===== src/rtl/reaction_session_ctrl_if.sv =====
// Signal bundle between the session controller and its surroundings:
// start/button/random inputs in, LED, progress and score outputs back.
interface reaction_session_ctrl_if;
   logic       start;
   logic       btn;
   logic [7:0] rand_val;
   logic       led;
   logic       busy;
   logic [2:0] round_idx;
   logic [9:0] result;
   logic       result_valid;
   logic       false_start;
   logic [9:0] best;
   logic [9:0] avg;
   logic       session_done;

   modport master (
      output start, btn, rand_val,
      input  led, busy, round_idx, result, result_valid, false_start,
             best, avg, session_done
   );

   modport slave (
      input  start, btn, rand_val,
      output led, busy, round_idx, result, result_valid, false_start,
             best, avg, session_done
   );
endinterface


===== src/rtl/reaction_session_ctrl.sv =====
// Multi-round reaction-time session sequencer. Runs on a free-running tick
// divider; each round waits a random number of ticks, lights the LED and
// times the button press. Tracks best time and the session average.
module reaction_session_ctrl #(
   parameter int CLK_DIV   = 500000,
   parameter int ROUNDS    = 5,
   parameter int MIN_WAIT  = 200,
   parameter int WAIT_SPAN = 201,
   parameter int MAX_REACT = 999
) (
   input logic                    clk,
   input logic                    rst,
   reaction_session_ctrl_if.slave bus
);

   localparam int DIV_W  = $clog2(CLK_DIV);
   localparam int WAIT_W = $clog2(MIN_WAIT + WAIT_SPAN);

   localparam logic [DIV_W-1:0] DIV_LAST = DIV_W'(CLK_DIV - 1);
   localparam logic [9:0]       MAX_R    = 10'(MAX_REACT);
   localparam logic [2:0]       LAST_RND = 3'(ROUNDS - 1);

   typedef enum logic [2:0] {
      S_IDLE,
      S_WAIT,
      S_LIGHT,
      S_RECORD,
      S_DONE
   } state_t;

   state_t             state;
   logic [DIV_W-1:0]   div_cnt;
   logic               tick;
   logic               start_prev;
   logic               btn_prev;
   logic               start_re;
   logic               btn_re;
   logic [WAIT_W-1:0]  wait_cnt;
   logic [9:0]         react_cnt;
   logic [9:0]         captured;
   logic [13:0]        sum;
   logic [13:0]        sum_next;

   logic               led;
   logic               busy;
   logic [2:0]         round_idx;
   logic [9:0]         result;
   logic               result_valid;
   logic               false_start;
   logic [9:0]         best;
   logic [9:0]         avg;
   logic               session_done;

   // Random wait length for a new round or after a false start.
   function automatic logic [WAIT_W-1:0] wait_load(input logic [7:0] r);
      return WAIT_W'(MIN_WAIT + (int'(r) % WAIT_SPAN));
   endfunction

   // Reaction counter increment that sticks at the timeout value.
   function automatic logic [9:0] sat_inc(input logic [9:0] v);
      return (v == MAX_R) ? v : v + 10'd1;
   endfunction

   function automatic logic [9:0] min10(input logic [9:0] a, input logic [9:0] b);
      return (b < a) ? b : a;
   endfunction

   // Floor of the session mean.
   function automatic logic [9:0] mean(input logic [13:0] total);
      return 10'(total / 14'(ROUNDS));
   endfunction

   assign tick     = (div_cnt == DIV_LAST);
   assign start_re = bus.start & ~start_prev;
   assign btn_re   = bus.btn & ~btn_prev;
   assign sum_next = sum + 14'(captured);

   // Free-running tick divider; the FSM never restarts it.
   always_ff @(posedge clk or posedge rst) begin
      if (rst)       div_cnt <= '0;
      else if (tick) div_cnt <= '0;
      else           div_cnt <= div_cnt + 1'b1;
   end

   // Previous levels of start and button for rising-edge detection.
   always_ff @(posedge clk or posedge rst) begin
      if (rst) begin
         start_prev <= 1'b0;
         btn_prev   <= 1'b0;
      end else begin
         start_prev <= bus.start;
         btn_prev   <= bus.btn;
      end
   end

   // Session FSM; every output is registered and changes with the state.
   always_ff @(posedge clk or posedge rst) begin
      if (rst) begin
         state        <= S_IDLE;
         wait_cnt     <= '0;
         react_cnt    <= '0;
         captured     <= '0;
         sum          <= '0;
         led          <= 1'b0;
         busy         <= 1'b0;
         round_idx    <= '0;
         result       <= '0;
         result_valid <= 1'b0;
         false_start  <= 1'b0;
         best         <= MAX_R;
         avg          <= '0;
         session_done <= 1'b0;
      end else begin
         result_valid <= 1'b0;
         false_start  <= 1'b0;
         unique case (state)
            S_IDLE: begin
               if (start_re) begin
                  sum       <= '0;
                  best      <= MAX_R;
                  round_idx <= '0;
                  wait_cnt  <= wait_load(bus.rand_val);
                  busy      <= 1'b1;
                  state     <= S_WAIT;
               end
            end
            S_WAIT: begin
               // An early press restarts the wait and beats a same-cycle tick.
               if (btn_re) begin
                  false_start <= 1'b1;
                  wait_cnt    <= wait_load(bus.rand_val);
               end else if (tick) begin
                  if (wait_cnt == '0) begin
                     react_cnt <= '0;
                     led       <= 1'b1;
                     state     <= S_LIGHT;
                  end else begin
                     wait_cnt <= wait_cnt - 1'b1;
                  end
               end
            end
            S_LIGHT: begin
               // Press captures the count before any same-cycle increment.
               if (btn_re) begin
                  captured <= react_cnt;
                  led      <= 1'b0;
                  state    <= S_RECORD;
               end else if (tick) begin
                  if (react_cnt == MAX_R) begin
                     captured <= MAX_R;
                     led      <= 1'b0;
                     state    <= S_RECORD;
                  end else begin
                     react_cnt <= sat_inc(react_cnt);
                  end
               end
            end
            S_RECORD: begin
               result       <= captured;
               result_valid <= 1'b1;
               sum          <= sum_next;
               best         <= min10(best, captured);
               if (round_idx == LAST_RND) begin
                  avg          <= mean(sum_next);
                  busy         <= 1'b0;
                  session_done <= 1'b1;
                  state        <= S_DONE;
               end else begin
                  round_idx <= round_idx + 3'd1;
                  wait_cnt  <= wait_load(bus.rand_val);
                  state     <= S_WAIT;
               end
            end
            S_DONE: begin
               if (start_re) begin
                  session_done <= 1'b0;
                  state        <= S_IDLE;
               end
            end
            default: state <= S_IDLE;
         endcase
      end
   end

   assign bus.led          = led;
   assign bus.busy         = busy;
   assign bus.round_idx    = round_idx;
   assign bus.result       = result;
   assign bus.result_valid = result_valid;
   assign bus.false_start  = false_start;
   assign bus.best         = best;
   assign bus.avg          = avg;
   assign bus.session_done = session_done;

endmodule


===== src/flat_wrapper.sv =====
// flat-port wrapper written by rule: the top's interface ports become plain ports
module reaction_session_ctrl_flat 
#(
   parameter int CLK_DIV   = 500000,
   parameter int ROUNDS    = 5,
   parameter int MIN_WAIT  = 200,
   parameter int WAIT_SPAN = 201,
   parameter int MAX_REACT = 999
)
  (clk, rst, bus_start, bus_btn, bus_rand_val, bus_led, bus_busy, bus_round_idx, bus_result, bus_result_valid, bus_false_start, bus_best, bus_avg, bus_session_done);
  reaction_session_ctrl_if bus_i ();
  input logic clk;
  input logic rst;
  input wire logic [$bits(bus_i.start)-1:0] bus_start;
  input wire logic [$bits(bus_i.btn)-1:0] bus_btn;
  input wire logic [$bits(bus_i.rand_val)-1:0] bus_rand_val;
  output wire logic [$bits(bus_i.led)-1:0] bus_led;
  output wire logic [$bits(bus_i.busy)-1:0] bus_busy;
  output wire logic [$bits(bus_i.round_idx)-1:0] bus_round_idx;
  output wire logic [$bits(bus_i.result)-1:0] bus_result;
  output wire logic [$bits(bus_i.result_valid)-1:0] bus_result_valid;
  output wire logic [$bits(bus_i.false_start)-1:0] bus_false_start;
  output wire logic [$bits(bus_i.best)-1:0] bus_best;
  output wire logic [$bits(bus_i.avg)-1:0] bus_avg;
  output wire logic [$bits(bus_i.session_done)-1:0] bus_session_done;
  assign bus_i.start = bus_start;
  assign bus_i.btn = bus_btn;
  assign bus_i.rand_val = bus_rand_val;
  assign bus_led = bus_i.led;
  assign bus_busy = bus_i.busy;
  assign bus_round_idx = bus_i.round_idx;
  assign bus_result = bus_i.result;
  assign bus_result_valid = bus_i.result_valid;
  assign bus_false_start = bus_i.false_start;
  assign bus_best = bus_i.best;
  assign bus_avg = bus_i.avg;
  assign bus_session_done = bus_i.session_done;
  reaction_session_ctrl #(.CLK_DIV(CLK_DIV), .ROUNDS(ROUNDS), .MIN_WAIT(MIN_WAIT), .WAIT_SPAN(WAIT_SPAN), .MAX_REACT(MAX_REACT)) u_core (.clk(clk), .rst(rst), .bus(bus_i));
endmodule

===== config.mk =====
export PLATFORM = sky130hd
export DESIGN_NAME = reaction_session_ctrl_flat
export DESIGN_NICKNAME = d
export VERILOG_FILES = /design/src/rtl/reaction_session_ctrl_if.sv /design/src/rtl/reaction_session_ctrl.sv /design/src/flat_wrapper.sv
export SDC_FILE = /design/constraint.sdc
export NUM_CORES = 1
export LEC_CHECK = 0
export ABC_CLOCK_PERIOD_IN_PS = 11390
export BUFFER_PORTS_ARGS = -buffer_cell sky130_fd_sc_hd__buf_2
export CORE_ASPECT_RATIO = 0.5
export CORE_UTILIZATION = 50
export DETAILED_ROUTE_END_ITERATION = 10
export GPL_TIMING_DRIVEN = 0
export PLACE_DENSITY_LB_ADDON = 0.2
export SLEW_MARGIN = 20
export SYNTH_ARGS = -nofsm -noshare
export SYNTH_HDL_FRONTEND = slang
export SYNTH_SLANG_ARGS = --single-unit

===== constraint.sdc =====
create_clock -name clk -period 11.39 [get_ports clk]
set_clock_uncertainty 0.2 [all_clocks]
set_input_delay 2.278 -clock clk [delete_from_list [all_inputs] [get_ports clk]]
set_output_delay 2.278 -clock clk [all_outputs]
set_load 0.01 [all_outputs]

* Word-level counts from Yosys, hierarchy flattened
Index checks and enable logic that the tools add are counted.
Operators by class: eq/ne operators 22, reduce and logical (&&, ||, !) cells 19, mux-type cells 50, magnitude comparators 1, $add $sub $neg 6, multipliers 0, shifts and indexed selects 0, div/mod/pow operators 2, bitwise operators 4
Operators with widths (count):
- 10-bit 2-to-1 mux | 11
- 9-bit 2-to-1 mux | 5
- 10-bit case mux with 2 select lines | 2
- 9-bit by 9-bit remainder unit with 32-bit output (second input constant) | 1
- 3-bit 2-to-1 mux | 10
- 14-bit case mux with 2 select lines | 1
- 9-bit case mux with 3 select lines | 1
- 19-bit by 1-bit adder with 19-bit output (second input constant) | 1
- 19-bit equality test (second input constant) | 1
- 19-bit 2-to-1 mux | 1
- 3-bit case mux with 5 select lines | 1
- 3-bit AND reduction | 5
- 14-bit by 10-bit adder with 14-bit output | 1
- 14-bit by 3-bit divider with 14-bit output (second input constant) | 1
- 14-bit 2-to-1 mux | 1
- 2-bit by 1-bit != test with 1-bit output (second input constant) | 7
- 7-bit AND reduction | 2
- 1-bit 2-to-1 mux | 13
- 10-bit by 1-bit adder with 10-bit output (second input constant) | 1
- 10-bit equality test (second input constant) | 1
- 10-bit < comparator | 1
- 2-bit nonzero test | 5
- 9-bit adder (first input constant) | 1
- 9-bit zero test | 1
- other kinds (17) | 29
Storage, ports and cells: flip-flop bits (word level) 105, ROM bits 0, output and inout bits 38, bits of input ports 12, bits in latches 0, memories kept 0, bits in writable memories 0

* Logic depth before layout (Yosys ltp)
Gate-level depths: netlist (run 1).
depth after elaboration 5, mapped depth 23, depth with buffers taken out 20

* Least setup slack after synthesis (run 1)
No wires, ideal clock.
kind reg-to-reg, from reg u_core.captured[0], to reg u_core.avg[0] (netlist: u_core.bus.avg[0]), data required time 11.066 ns, stages on the path, launching flop included 21, arrival time 4.692 ns, setup slack 6.374 ns, period minus slack after synthesis 5.016 ns, buffers on the path 0, cell sequence dfrtp_1 ha_1 inv_1 fa_1 nor2b_1 o211ai_2 a31oi_2 o21ai_1 o211ai_2 nand2_1 o311ai_1 nor2_1 a21oi_4 o21ai_1 a31o_1 or2_1 and3_4 nor3_2 nor2_4 a211o_1 o31a_1
On the way: cells in the longest elaborated chain, start to end 2
RTL lines:
- from (decl) | RTL line reaction_session_ctrl.sv:40 | logic [9:0] captured;
- from (signal assigned) | RTL line reaction_session_ctrl.sv:145 | captured <= react_cnt;
- 14-bit by 10-bit adder with 14-bit output | RTL line reaction_session_ctrl.sv:76 | assign sum_next = sum + 14'(captured);
- 14-bit by 3-bit divider with 14-bit output | RTL line reaction_session_ctrl.sv:70 | return 10'(total / 14'(ROUNDS));
- to (signal assigned) | RTL line reaction_session_ctrl.sv:164 | avg <= mean(sum_next);
- to (decl) | RTL line reaction_session_ctrl.sv:51 | logic [9:0] avg;
No other way between the ends. A chain may end at the register's enable or synchronous reset.

* Final worst setup path (run 1)
Same ends and word-level chain as after synthesis.

==> results_tabular.tex, run 1 <==
\begin{tabular}{lr}
\hline
Metric & Value \\
\hline
\multicolumn{2}{l}{\textbf{Worst setup path}} \\
\quad Arrival time worst endpoint & 6.03 ns \\
\quad Critical Path Start Type & flop \\
\quad Worst-path fanout max & 9 \\
\quad Worst Path Buf+Inv & 2 \\
\quad Req. time, crit path & 11.42 ns \\
\quad Crit Path Category & reg -> reg \\
\quad Slowest stage cell, crit path & sky130\_fd\_sc\_hd\_\_o311ai\_1 \\
\quad Largest delay share family, worst path & compound AO/OA/AOI/OAI gates \\
\quad Delay of the slowest critical-path stage & 0.68 ns \\
\quad Worst Setup End Kind & flop \\
\quad Cell-by-cell trace of the critical path & ha\_1, inv\_1, fa\_1, nor2b\_1, o211ai\_2, a31oi\_2, o21ai\_1, o211ai\_2, nand2\_1, o311ai\_1, nor2\_1, a21oi\_4, or2\_1, buf\_2, o22ai\_1, o31ai\_2, o31a\_1, o211ai\_1, nor4b\_1, a211o\_1, o31a\_1 \\
\multicolumn{2}{l}{\textbf{Drt}} \\
\quad DRC violation total after the first TritonRoute iteration & 595 \\
\quad TritonRoute pass-1 iters & 5 \\
\quad Average wire per standard cell & 15.6 um \\
\quad Total routed wirelength & 17.4 mm \\
\quad Total number of vias & 6572 \\
\quad Vias per std cell & 5.88 \\
\quad Number of nets still failing antenna checks after routing & 0 \\
\quad DRC & 0 \\
\multicolumn{2}{l}{\textbf{Final layout}} \\
\quad Share of post-route cells with drive strength above 1 & 12.3\% \\
\quad Number of antenna cells inserted & 0 \\
\quad Net count of the finished layout & 960 \\
\quad Commonest non-fill, non-tap cells in the layout & 122 x sky130\_fd\_sc\_hd\_\_nand2\_1, 97 x sky130\_fd\_sc\_hd\_\_dfrtp\_1, 90 x sky130\_fd\_sc\_hd\_\_nor2\_1 \\
\quad Most frequent standard cell in the layout excluding fill and tap cells & sky130\_fd\_sc\_hd\_\_nand2\_1 \\
\quad Non-filler instance count after layout & 1117 \\
\quad Final std cell area, no fill & 8030 um2 \\
\quad Area added between synthesis and finish & 11.7\% \\
\multicolumn{2}{l}{\textbf{Synthesis}} \\
\quad Syn Inst Count & 860 \\
\quad Synth Cell Area & 7190 um2 \\
\quad \#FFs+latches synth & 105 \\
\quad Count of flip-flops with a built-in enable after synthesis & 0 \\
\quad Distinct cell type count of the synthesized netlist & 89 \\
\quad FFs w/ async S/R, synth & 100\% \\
\quad Synth Warn \# & 0 \\
\quad Main synth FF type & sky130\_fd\_sc\_hd\_\_dfrtp\_1 \\
\quad Net count of the mapped netlist & 900 \\
\quad Synthesized area divided by synthesized cell count & 8.36 um2 \\
\quad Post-synthesis sequential area ratio & 36.7\% \\
\multicolumn{2}{l}{\textbf{STA}} \\
\quad Total Neg Setup Slack & 0 ns \\
\quad Worst hold-check slack & 0.271 ns \\
\quad Final count of negative-setup-slack endpoints & 0 \\
\quad Worst slew margin relative to its limit & 30.6\% \\
\quad Fin crit share & 52.6\% \\
\quad Max-slew violation total from the final report & 0 \\
\quad Crit path setup slack, layout & 5.39 ns \\
\quad Clock period minus final worst setup slack & 6.00 ns \\
\quad RSZ-0062 raised after global routing & no \\
\quad Hold Fails Final Rpt & 0 \\
\quad Transition at the pin with the smallest max-transition slack & 1.03 ns \\
\quad Upper clock frequency limit & 167 MHz \\
\multicolumn{2}{l}{\textbf{Clock tree}} \\
\quad Clock tree buffer depth & 2 \\
\quad Total CTS buffers & 9 \\
\quad CTS Root Cell & sky130\_fd\_sc\_hd\_\_clkbuf\_16 \\
\quad Quantity of gates resized following cts & 0 \\
\quad Level count of the clock H-tree & 3 \\
\quad \# hold bufs at CTS & 0 \\
\quad Post-CTS setup repair buffer count & 0 \\
\quad Number of clock sinks seen by CTS & 105 \\
\quad Worst skew pair latency & 0.35 ns \\
\quad Clock transition at the registers of the reported paths & 0.08 ns \\
\quad Clock tree from TritonCTS & built \\
\multicolumn{2}{l}{\textbf{Global routing}} \\
\quad Remaining Overflow, GRT & 0 \\
\quad Vias in the first global route & 6046 \\
\quad Wire length of the first global-routing pass & 29.1 mm \\
\quad Initial antenna violation count & 0 \\
\quad Aggregate global-route resource usage & 24.4\% \\
\quad Largest net degree at the start of global routing & 78 \\
\multicolumn{2}{l}{\textbf{Power and ir drop}} \\
\quad Power density over cell area & 186 nW/um2 \\
\quad Worst ir drop on vdd & 97.3 uV \\
\quad Leakage power figure & 3.51 nW \\
\multicolumn{2}{l}{\textbf{Status}} \\
\quad Run status & complete, no violations \\
\multicolumn{2}{l}{\textbf{Die}} \\
\quad Horiz. Die Dim & 172 um \\
\quad Die height & 86.8 um \\
\quad Die ar. & 14900 um2 \\
\quad Number of rows created at floorplan & 30 \\
\quad IO Count & 50 \\
\quad Core Area & 13800 um2 \\
\quad Starting density of the core & 52.2\% \\
\multicolumn{2}{l}{\textbf{Place}} \\
\quad Post-detail-place hpwl & 12.8 mm \\
\quad Worst setup slack before clock tree synthesis & 5.54 ns \\
\quad Number of placed cells counting well taps & 1101 \\
\quad Placed Instance Area & 7710 um2 \\
\quad Number of buffer cells added on primary ports & 48 \\
\quad Gpl congestion & 0.926 \\
\multicolumn{2}{l}{\textbf{Min path}} \\
\quad Hold Path Class & reg -> reg \\
\multicolumn{2}{l}{\textbf{Run}} \\
\quad Number of violations of the max-capacitance limit & 0 \\
\hline
\end{tabular}
==> path summary, 6_finish.rpt <==
kind                                     from                       to  slack, ns  cells past startpoint
setup / recovery           u_core.captured[0]        u_core.bus.avg[0]       5.39                     21
max in group asynchronous                 rst       u_core.bus.best[1]       8.62                      3
hold reg to reg             u_core.div_cnt[4]        u_core.div_cnt[4]       0.27                      1
hold / removal              u_core.div_cnt[4]        u_core.div_cnt[4]       0.27                      1
min in group asynchronous                 rst  u_core.bus.result_valid       1.69                      2
setup reg to reg           u_core.captured[0]        u_core.bus.avg[0]       5.39                     21
==> worst reg2reg max path: stages, from the launching register on <==
cell,delay [ns]
sky130_fd_sc_hd__dfrtp_1,0.43
sky130_fd_sc_hd__ha_1,0.26
sky130_fd_sc_hd__inv_1,0.07
sky130_fd_sc_hd__fa_1,0.44
sky130_fd_sc_hd__nor2b_1,0.22
sky130_fd_sc_hd__o211ai_2,0.17
sky130_fd_sc_hd__a31oi_2,0.30
sky130_fd_sc_hd__o21ai_1,0.21
sky130_fd_sc_hd__o211ai_2,0.46
sky130_fd_sc_hd__nand2_1,0.13
sky130_fd_sc_hd__o311ai_1,0.68
sky130_fd_sc_hd__nor2_1,0.26
sky130_fd_sc_hd__a21oi_4,0.29
sky130_fd_sc_hd__or2_1,0.14
sky130_fd_sc_hd__buf_2,0.17
sky130_fd_sc_hd__o22ai_1,0.09
sky130_fd_sc_hd__o31ai_2,0.32
sky130_fd_sc_hd__o31a_1,0.20
sky130_fd_sc_hd__o211ai_1,0.11
sky130_fd_sc_hd__nor4b_1,0.19
sky130_fd_sc_hd__a211o_1,0.27
sky130_fd_sc_hd__o31a_1,0.24
==> cell usage after synthesis (all sizes together), types with 3 or more instances <==
master   instances  area share, %
xor2            21            2.6
or2             10           0.87
o21ai           59            4.2
inv             30            1.6
o211ai          14            1.7
o311ai           3           0.37
o31ai           10            1.1
o311a            4           0.56
a21boi           4           0.42
o22ai           16            1.4
and2             9           0.78
a2111oi          3           0.45
a21oi           51            3.8
ha              27            4.7
dfrtp           97             34
dfstp            8            2.9
nor4             8           0.78
nor3            28            2.1
nor2            91            4.9
a211o            4           0.49
and3            14            1.4
or3             12            1.0
a32o             5           0.70
o22a            10            1.2
a22oi            4           0.42
nor4b            3           0.37
buf              8           0.71
a41oi            3           0.47
nand3           33            2.3
a211oi           7           0.80
xnor2           24            2.9
nand2b          11           0.96
clkbuf          27            1.4
a21o            13            1.4
a31oi            8           0.99
nor2b           10           0.87
nand2          122            6.4
nand4            9           0.78
==> cells by family (layout without fill, tap and decap cells) <==
logic type | count (synthesis) | after routing | synth area share, %
AND/OR/NAND/NOR | 371 | 371 | 24.8
AO/OA/AOI/OAI | 243 | 243 | 24.0
flip-flops | 105 | 105 | 36.7
buffers and inverters | 65 | 130 | 3.69
XOR/XNOR | 45 | 45 | 5.48
adder cells (fa/ha/maj) | 28 | 28 | 4.97
multiplexers | 3 | 3 | 0.452
==> stage by stage <==
| stage | util (%) | power, W |
|---|---|---|
| 2_1_floorplan | - | 0.00100 |
| 3_3_place_gp | 55.7 | 0.00114 |
| 3_5_place_dp | 55.9 | 0.00115 |
| 4_1_cts | 58.3 | 0.00149 |
| 5_1_grt | 58.3 | 0.00160 |
| 6_report | 58.3 | 0.00150 |
==> per-layer routing <==
| layer | GRT usage [%] | part of all wire (%) | wire length [um] | vias to the layer above |
|---|---|---|---|---|
| li1 | - | - | - | 3239 |
| met1 | 33.9 | 49 | 8510 | 3145 |
| met5 | 0 | 0 | 0 | - |
| met4 | 6.33 | 1.2 | 206 | 0 |
| met3 | 3.06 | 3.9 | 671 | 21 |
| met2 | 40.4 | 46 | 8020 | 167 |
==> registers in the layout, indices dropped and copies added (netlist names) <==
name                     flops
u_core.bus.avg              10
u_core.bus.session_done      1
u_core.div_cnt              19
u_core.bus.result           10
u_core.bus.busy              1
u_core.captured             10
u_core.bus.result_valid      1
u_core.bus.round_idx         3
u_core.bus.led               1
u_core.bus.best             10
u_core.start_prev            1
u_core.wait_cnt              9
u_core.sum                  14
u_core.bus.false_start       1
u_core.state                 3
u_core.btn_prev              1
u_core.react_cnt            10
==> area by class of cell <==
type	count	area, um2
Inverter	30	118
Clock inverter	7	103
Clock buffer	9	225
Fill cell	1261	5740
Tap cell	192	240
Multi-Input combinational cell	690	4290
Sequential cell	105	2640
Timing Repair Buffer	49	268
Buffer	35	153
==> power by group <==
part,internal (W),total [W],switching [W],leakage [nW]
clock,0.000177,0.000336,0.000159,0.150
sequential,0.000395,0.000415,0.0000198,1.32
combinational,0.000279,0.000745,0.000465,2.04
(Power assumes the default switching activity.)
==> run 2: changes to the inputs <==
- ABC_AREA: unset -> 1
- ABC_CLOCK_PERIOD_IN_PS: 11390 -> 5000
- clock period: 11.39 -> 5 ns (I/O delays scaled with it)
==> run 2 against run 1 <==
The flow now finishes with violations (DRC, setup timing). Synthesized cell count rose by 6.4%. Global-route usage fell by 0.20 points. Worst hold slack got worse by 0.0067 ns. Largest cell class unchanged.
==> results_tabular.tex, run 2 <==
\begin{tabular}{lr}
\hline
Metric & Value \\
\hline
\multicolumn{2}{l}{\textbf{Status}} \\
\quad Run status & finished with violations (was complete, no violations) \\
\quad Failing checks & DRC, setup timing \\
\multicolumn{2}{l}{\textbf{Synthesis}} \\
\quad Top cell type by total area after synthesis & sky130\_fd\_sc\_hd\_\_dfrtp\_1 (unchanged) \\
\quad Synth Warn \# & 0 (unchanged) \\
\quad FFs w/ async S/R, synth & 100\% (unchanged) \\
\quad Count of flip-flops with a built-in enable after synthesis & 0 (unchanged) \\
\quad Main synth FF type & sky130\_fd\_sc\_hd\_\_dfrtp\_1 (unchanged) \\
\quad Net count of the mapped netlist & 955 (was 900) \\
\quad Distinct cell type count of the synthesized netlist & 47 (was 89) \\
\quad Most area-consuming cells after synthesis & sky130\_fd\_sc\_hd\_\_dfrtp\_1 36\%, sky130\_fd\_sc\_hd\_\_nand2\_1 11\%, sky130\_fd\_sc\_hd\_\_inv\_1 7.5\% (was sky130\_fd\_sc\_hd\_\_dfrtp\_1 34\%, sky130\_fd\_sc\_hd\_\_nand2\_1 6.4\%, sky130\_fd\_sc\_hd\_\_ha\_1 4.7\%) \\
\quad Synthesized area divided by synthesized cell count & 7.30 um2 (was 8.36 um2) \\
\quad \#FFs+latches synth & 105 (unchanged) \\
\quad Fraction of synthesized cell area taken by the top area cell type & 36.4\% (was 33.7\%) \\
\quad Post-synthesis sequential area ratio & 39.5\% (was 36.7\%) \\
\quad Syn Inst Count & 915 (was 860) \\
\quad Synth Cell Area & 6680 um2 (was 7190 um2) \\
\quad Top cells by instance count after synthesis & 203 x sky130\_fd\_sc\_hd\_\_nand2\_1, 134 x sky130\_fd\_sc\_hd\_\_inv\_1, 118 x sky130\_fd\_sc\_hd\_\_nor2\_1 (was 122 x sky130\_fd\_sc\_hd\_\_nand2\_1, 97 x sky130\_fd\_sc\_hd\_\_dfrtp\_1, 90 x sky130\_fd\_sc\_hd\_\_nor2\_1) \\
\quad Most frequent cell after synthesis & sky130\_fd\_sc\_hd\_\_nand2\_1 (unchanged) \\
\multicolumn{2}{l}{\textbf{Die}} \\
\quad Horiz. Die Dim & 165 um (was 172 um) \\
\quad Die height & 83.7 um (was 86.8 um) \\
\quad Starting density of the core & 52.0\% (was 52.2\%) \\
\quad Die ar. & 13800 um2 (was 14900 um2) \\
\quad IO Count & 50 (unchanged) \\
\quad Number of rows created at floorplan & 29 (was 30) \\
\quad Core Area & 12800 um2 (was 13800 um2) \\
\multicolumn{2}{l}{\textbf{Worst setup path}} \\
\quad Critical Path Start Type & flop (unchanged) \\
\quad Worst Setup End Kind & flop (unchanged) \\
\quad Worst-path fanout max & 5 (was 9) \\
\quad Slowest stage cell, crit path & sky130\_fd\_sc\_hd\_\_dfrtp\_1 (was sky130\_fd\_sc\_hd\_\_o311ai\_1) \\
\quad Library cell appearing most often on the critical path & sky130\_fd\_sc\_hd\_\_nand2\_4 \\
\quad Capturing element of the worst setup path & u\_core.bus.avg[0] (unchanged) \\
\quad End of the worst register-to-register path & u\_core.bus.avg[0] (unchanged) \\
\quad Cells on worst reg2reg path & 55 (was 21) \\
\quad Req. time, crit path & 5.05 ns (was 11.42 ns) \\
\quad Crit Path Category & reg -> reg (unchanged) \\
\quad Delay of the slowest critical-path stage & 0.36 ns (was 0.68 ns) \\
\quad Arrival time worst endpoint & 5.72 ns (was 6.03 ns) \\
\quad Crit Reg-Reg Startpoint & u\_core.sum[0] (was u\_core.captured[0]) \\
\quad Critical path launch point & u\_core.sum[0] (was u\_core.captured[0]) \\
\quad Register-to-Register Setup Slack & -0.67 ns (was 5.39 ns) \\
\multicolumn{2}{l}{\textbf{Drt}} \\
\quad Total routed wirelength & 16.6 mm (was 17.4 mm) \\
\quad DRC violation total after the first TritonRoute iteration & 283 (was 595) \\
\quad DRC & 4 (was 0) \\
\quad Average wire per standard cell & 13.7 um (was 15.6 um) \\
\quad TritonRoute pass-1 iters & 10 (was 5) \\
\quad Total number of vias & 6403 (was 6572) \\
\quad Number of nets still failing antenna checks after routing & 0 (unchanged) \\
\quad Vias per std cell & 5.30 (was 5.88) \\
\multicolumn{2}{l}{\textbf{Global routing}} \\
\quad Wire length of the first global-routing pass & 26.9 mm (was 29.1 mm) \\
\quad Aggregate global-route resource usage & 24.2\% (was 24.4\%) \\
\quad Largest net degree at the start of global routing & 61 (was 78) \\
\quad Vias in the first global route & 6027 (was 6046) \\
\quad Remaining Overflow, GRT & 0 (unchanged) \\
\quad Initial antenna violation count & 0 (unchanged) \\
\multicolumn{2}{l}{\textbf{Final layout}} \\
\quad Largest registers & u\_core.div\_cnt: 19 flops, u\_core.sum: 14 flops (unchanged) \\
\quad Register with the most flip-flops & u\_core.div\_cnt (unchanged) \\
\quad Share of post-route cells with drive strength above 1 & 28.4\% (was 12.3\%) \\
\quad Number of antenna cells inserted & 0 (unchanged) \\
\quad Utilization after layout & 66.0\% (was 58.3\%) \\
\quad Area added between synthesis and finish & 26.9\% (was 11.7\%) \\
\quad Largest register FFs & 19 (unchanged) \\
\quad Commonest non-fill, non-tap cells in the layout & 161 x sky130\_fd\_sc\_hd\_\_nand2\_1, 126 x sky130\_fd\_sc\_hd\_\_inv\_1, 114 x sky130\_fd\_sc\_hd\_\_nor2\_1 (was 122 x sky130\_fd\_sc\_hd\_\_nand2\_1, 97 x sky130\_fd\_sc\_hd\_\_dfrtp\_1, 90 x sky130\_fd\_sc\_hd\_\_nor2\_1) \\
\quad Final std cell area, no fill & 8470 um2 (was 8030 um2) \\
\quad Net count of the finished layout & 1074 (was 960) \\
\quad Most frequent standard cell in the layout excluding fill and tap cells & sky130\_fd\_sc\_hd\_\_nand2\_1 (unchanged) \\
\multicolumn{2}{l}{\textbf{STA}} \\
\quad Upper clock frequency limit & 176 MHz (was 167 MHz) \\
\quad Hold Fails Final Rpt & 0 (unchanged) \\
\quad Total Neg Setup Slack & -1.35 ns (was 0 ns) \\
\quad Final count of negative-setup-slack endpoints & 3 (was 0) \\
\quad Fin crit share & 113\% (was 52.6\%) \\
\quad RSZ-0062 raised after global routing & yes (was no) \\
\quad Max-slew violation total from the final report & 0 (unchanged) \\
\quad Crit path setup slack, layout & -0.674 ns (was 5.39 ns) \\
\quad Clock period minus final worst setup slack & 5.67 ns (was 6.00 ns) \\
\quad Worst slew margin relative to its limit & 40.6\% (was 30.6\%) \\
\quad Transition at the pin with the smallest max-transition slack & 0.888 ns (was 1.03 ns) \\
\multicolumn{2}{l}{\textbf{Clock tree}} \\
\quad Number of clock sinks seen by CTS & 105 (unchanged) \\
\quad Clock tree buffer depth & 2 (unchanged) \\
\quad \# hold bufs at CTS & 0 (unchanged) \\
\quad Level count of the clock H-tree & 3 (unchanged) \\
\quad Clock tree from TritonCTS & built (unchanged) \\
\quad Clock transition at the registers of the reported paths & 0.07 ns (was 0.08 ns) \\
\quad Total CTS buffers & 9 (unchanged) \\
\quad CTS Root Cell & sky130\_fd\_sc\_hd\_\_clkbuf\_16 (unchanged) \\
\quad Worst skew pair latency & 0.35 ns (about the same) \\
\multicolumn{2}{l}{\textbf{Run}} \\
\quad Number of violations of the max-capacitance limit & 0 (unchanged) \\
\multicolumn{2}{l}{\textbf{Place}} \\
\quad Post-detail-place hpwl & 11.2 mm (was 12.8 mm) \\
\quad Gpl congestion & 0.912 (was 0.926) \\
\quad Placed Instance Area & 7180 um2 (was 7710 um2) \\
\quad Number of buffer cells added on primary ports & 49 (was 48) \\
\quad Worst setup slack before clock tree synthesis & -0.898 ns (was 5.54 ns) \\
\multicolumn{2}{l}{\textbf{Min path}} \\
\quad Hold Path Depth & 2 (was 1) \\
\quad Hold Path Class & reg -> reg (unchanged) \\
\hline
\end{tabular}
-- run 2: changes by cell type in the layout (fill, tap and decap cells not counted), moves of 16 or more --
cell | before | now
sky130_fd_sc_hd__clkbuf_1 | 27 | 9
sky130_fd_sc_hd__nand2_1 | 122 | 161
sky130_fd_sc_hd__inv_2 | 0 | 21
sky130_fd_sc_hd__xnor2_1 | 24 | 7
sky130_fd_sc_hd__nor2_1 | 90 | 114
sky130_fd_sc_hd__inv_1 | 29 | 126
sky130_fd_sc_hd__nand2_4 | 0 | 27
sky130_fd_sc_hd__buf_4 | 2 | 57
sky130_fd_sc_hd__nand3_1 | 33 | 49
sky130_fd_sc_hd__nand2_2 | 0 | 50
sky130_fd_sc_hd__nand3_2 | 0 | 22
-- run 2: cells by family after synthesis --
| kind of cell | after synthesis | share of synthesized area [%] |
|---|---|---|
| buffers and inverters | 159 | 9.02 |
| XOR/XNOR | 21 | 3.04 |
| AO/OA/AOI/OAI | 134 | 11.8 |
| adder cells (fa/ha/maj) | 28 | 5.36 |
| flip-flops | 105 | 39.5 |
| AND/OR/NAND/NOR | 468 | 31.3 |
-- run 2: per-layer routing --
layer / track usage (%) / vias to the layer above / wire length [um]
met2: 42.8 / 132 / 8410
met4: 5.21 / 0 / 189
met1: 31.2 / 3053 / 7330
li1: - / 3193 / -
met5: 0 / - / 0
met3: 3.73 / 25 / 633
-- run 2: cell type report --
cell class                      count  area, um2
Clock buffer                        9        225
Sequential cell                   105       2650
Fill cell                        1075       4370
Inverter                          149        567
Buffer                             10       42.5
Clock inverter                      6       68.8
Timing Repair Buffer              108        712
Multi-Input combinational cell    651       4000
Tap cell                          170        213
-- run 2: how the worst min path moves through the flow --
stage / slack [ns] / start / end
finish: 0.26 / u_core.bus.led / u_core.bus.led
global route: 0.31 / u_core.div_cnt[2] / u_core.div_cnt[2]
CTS: 0.27 / u_core.bus.led / u_core.bus.led
detailed placement: 0.25 / u_core.bus.led / u_core.bus.led
global placement: 0.25 / u_core.div_cnt[0] / u_core.div_cnt[0]
floorplan: 0.23 / u_core.div_cnt[0] / u_core.div_cnt[0]
-- run 2: what timing repair did --
action | CTS | global route
pin swaps | 28 | 45
resized for setup | 67 | 63
buffers inserted | 33 | 25
setup endpoints to repair | 3 | 4
endpoints found under the hold margin | 0 | 0
-- run 2: critical path: cells and delay by family (launching register included) --
kind | cells | cell delay, ns
flops | 1 | 0.36
fa+ha+maj | 2 | 0.54
buf+inv | 7 | 0.48
xor+xnor | 1 | 0.22
simple gates | 45 | 3.75
-- run 2: per-stage QoR --
stage	instances	hold WS, ns
4_1_cts	1183	0.271
6_report	1208	0.264
3_3_place_gp	1134	0.250
5_1_grt	1208	0.311
2_1_floorplan	915	0.233
3_5_place_dp	1135	0.253
Power of run 2 is not shown: default switching activity piles up to over one toggle a cycle in this logic, so the estimate is an artifact.
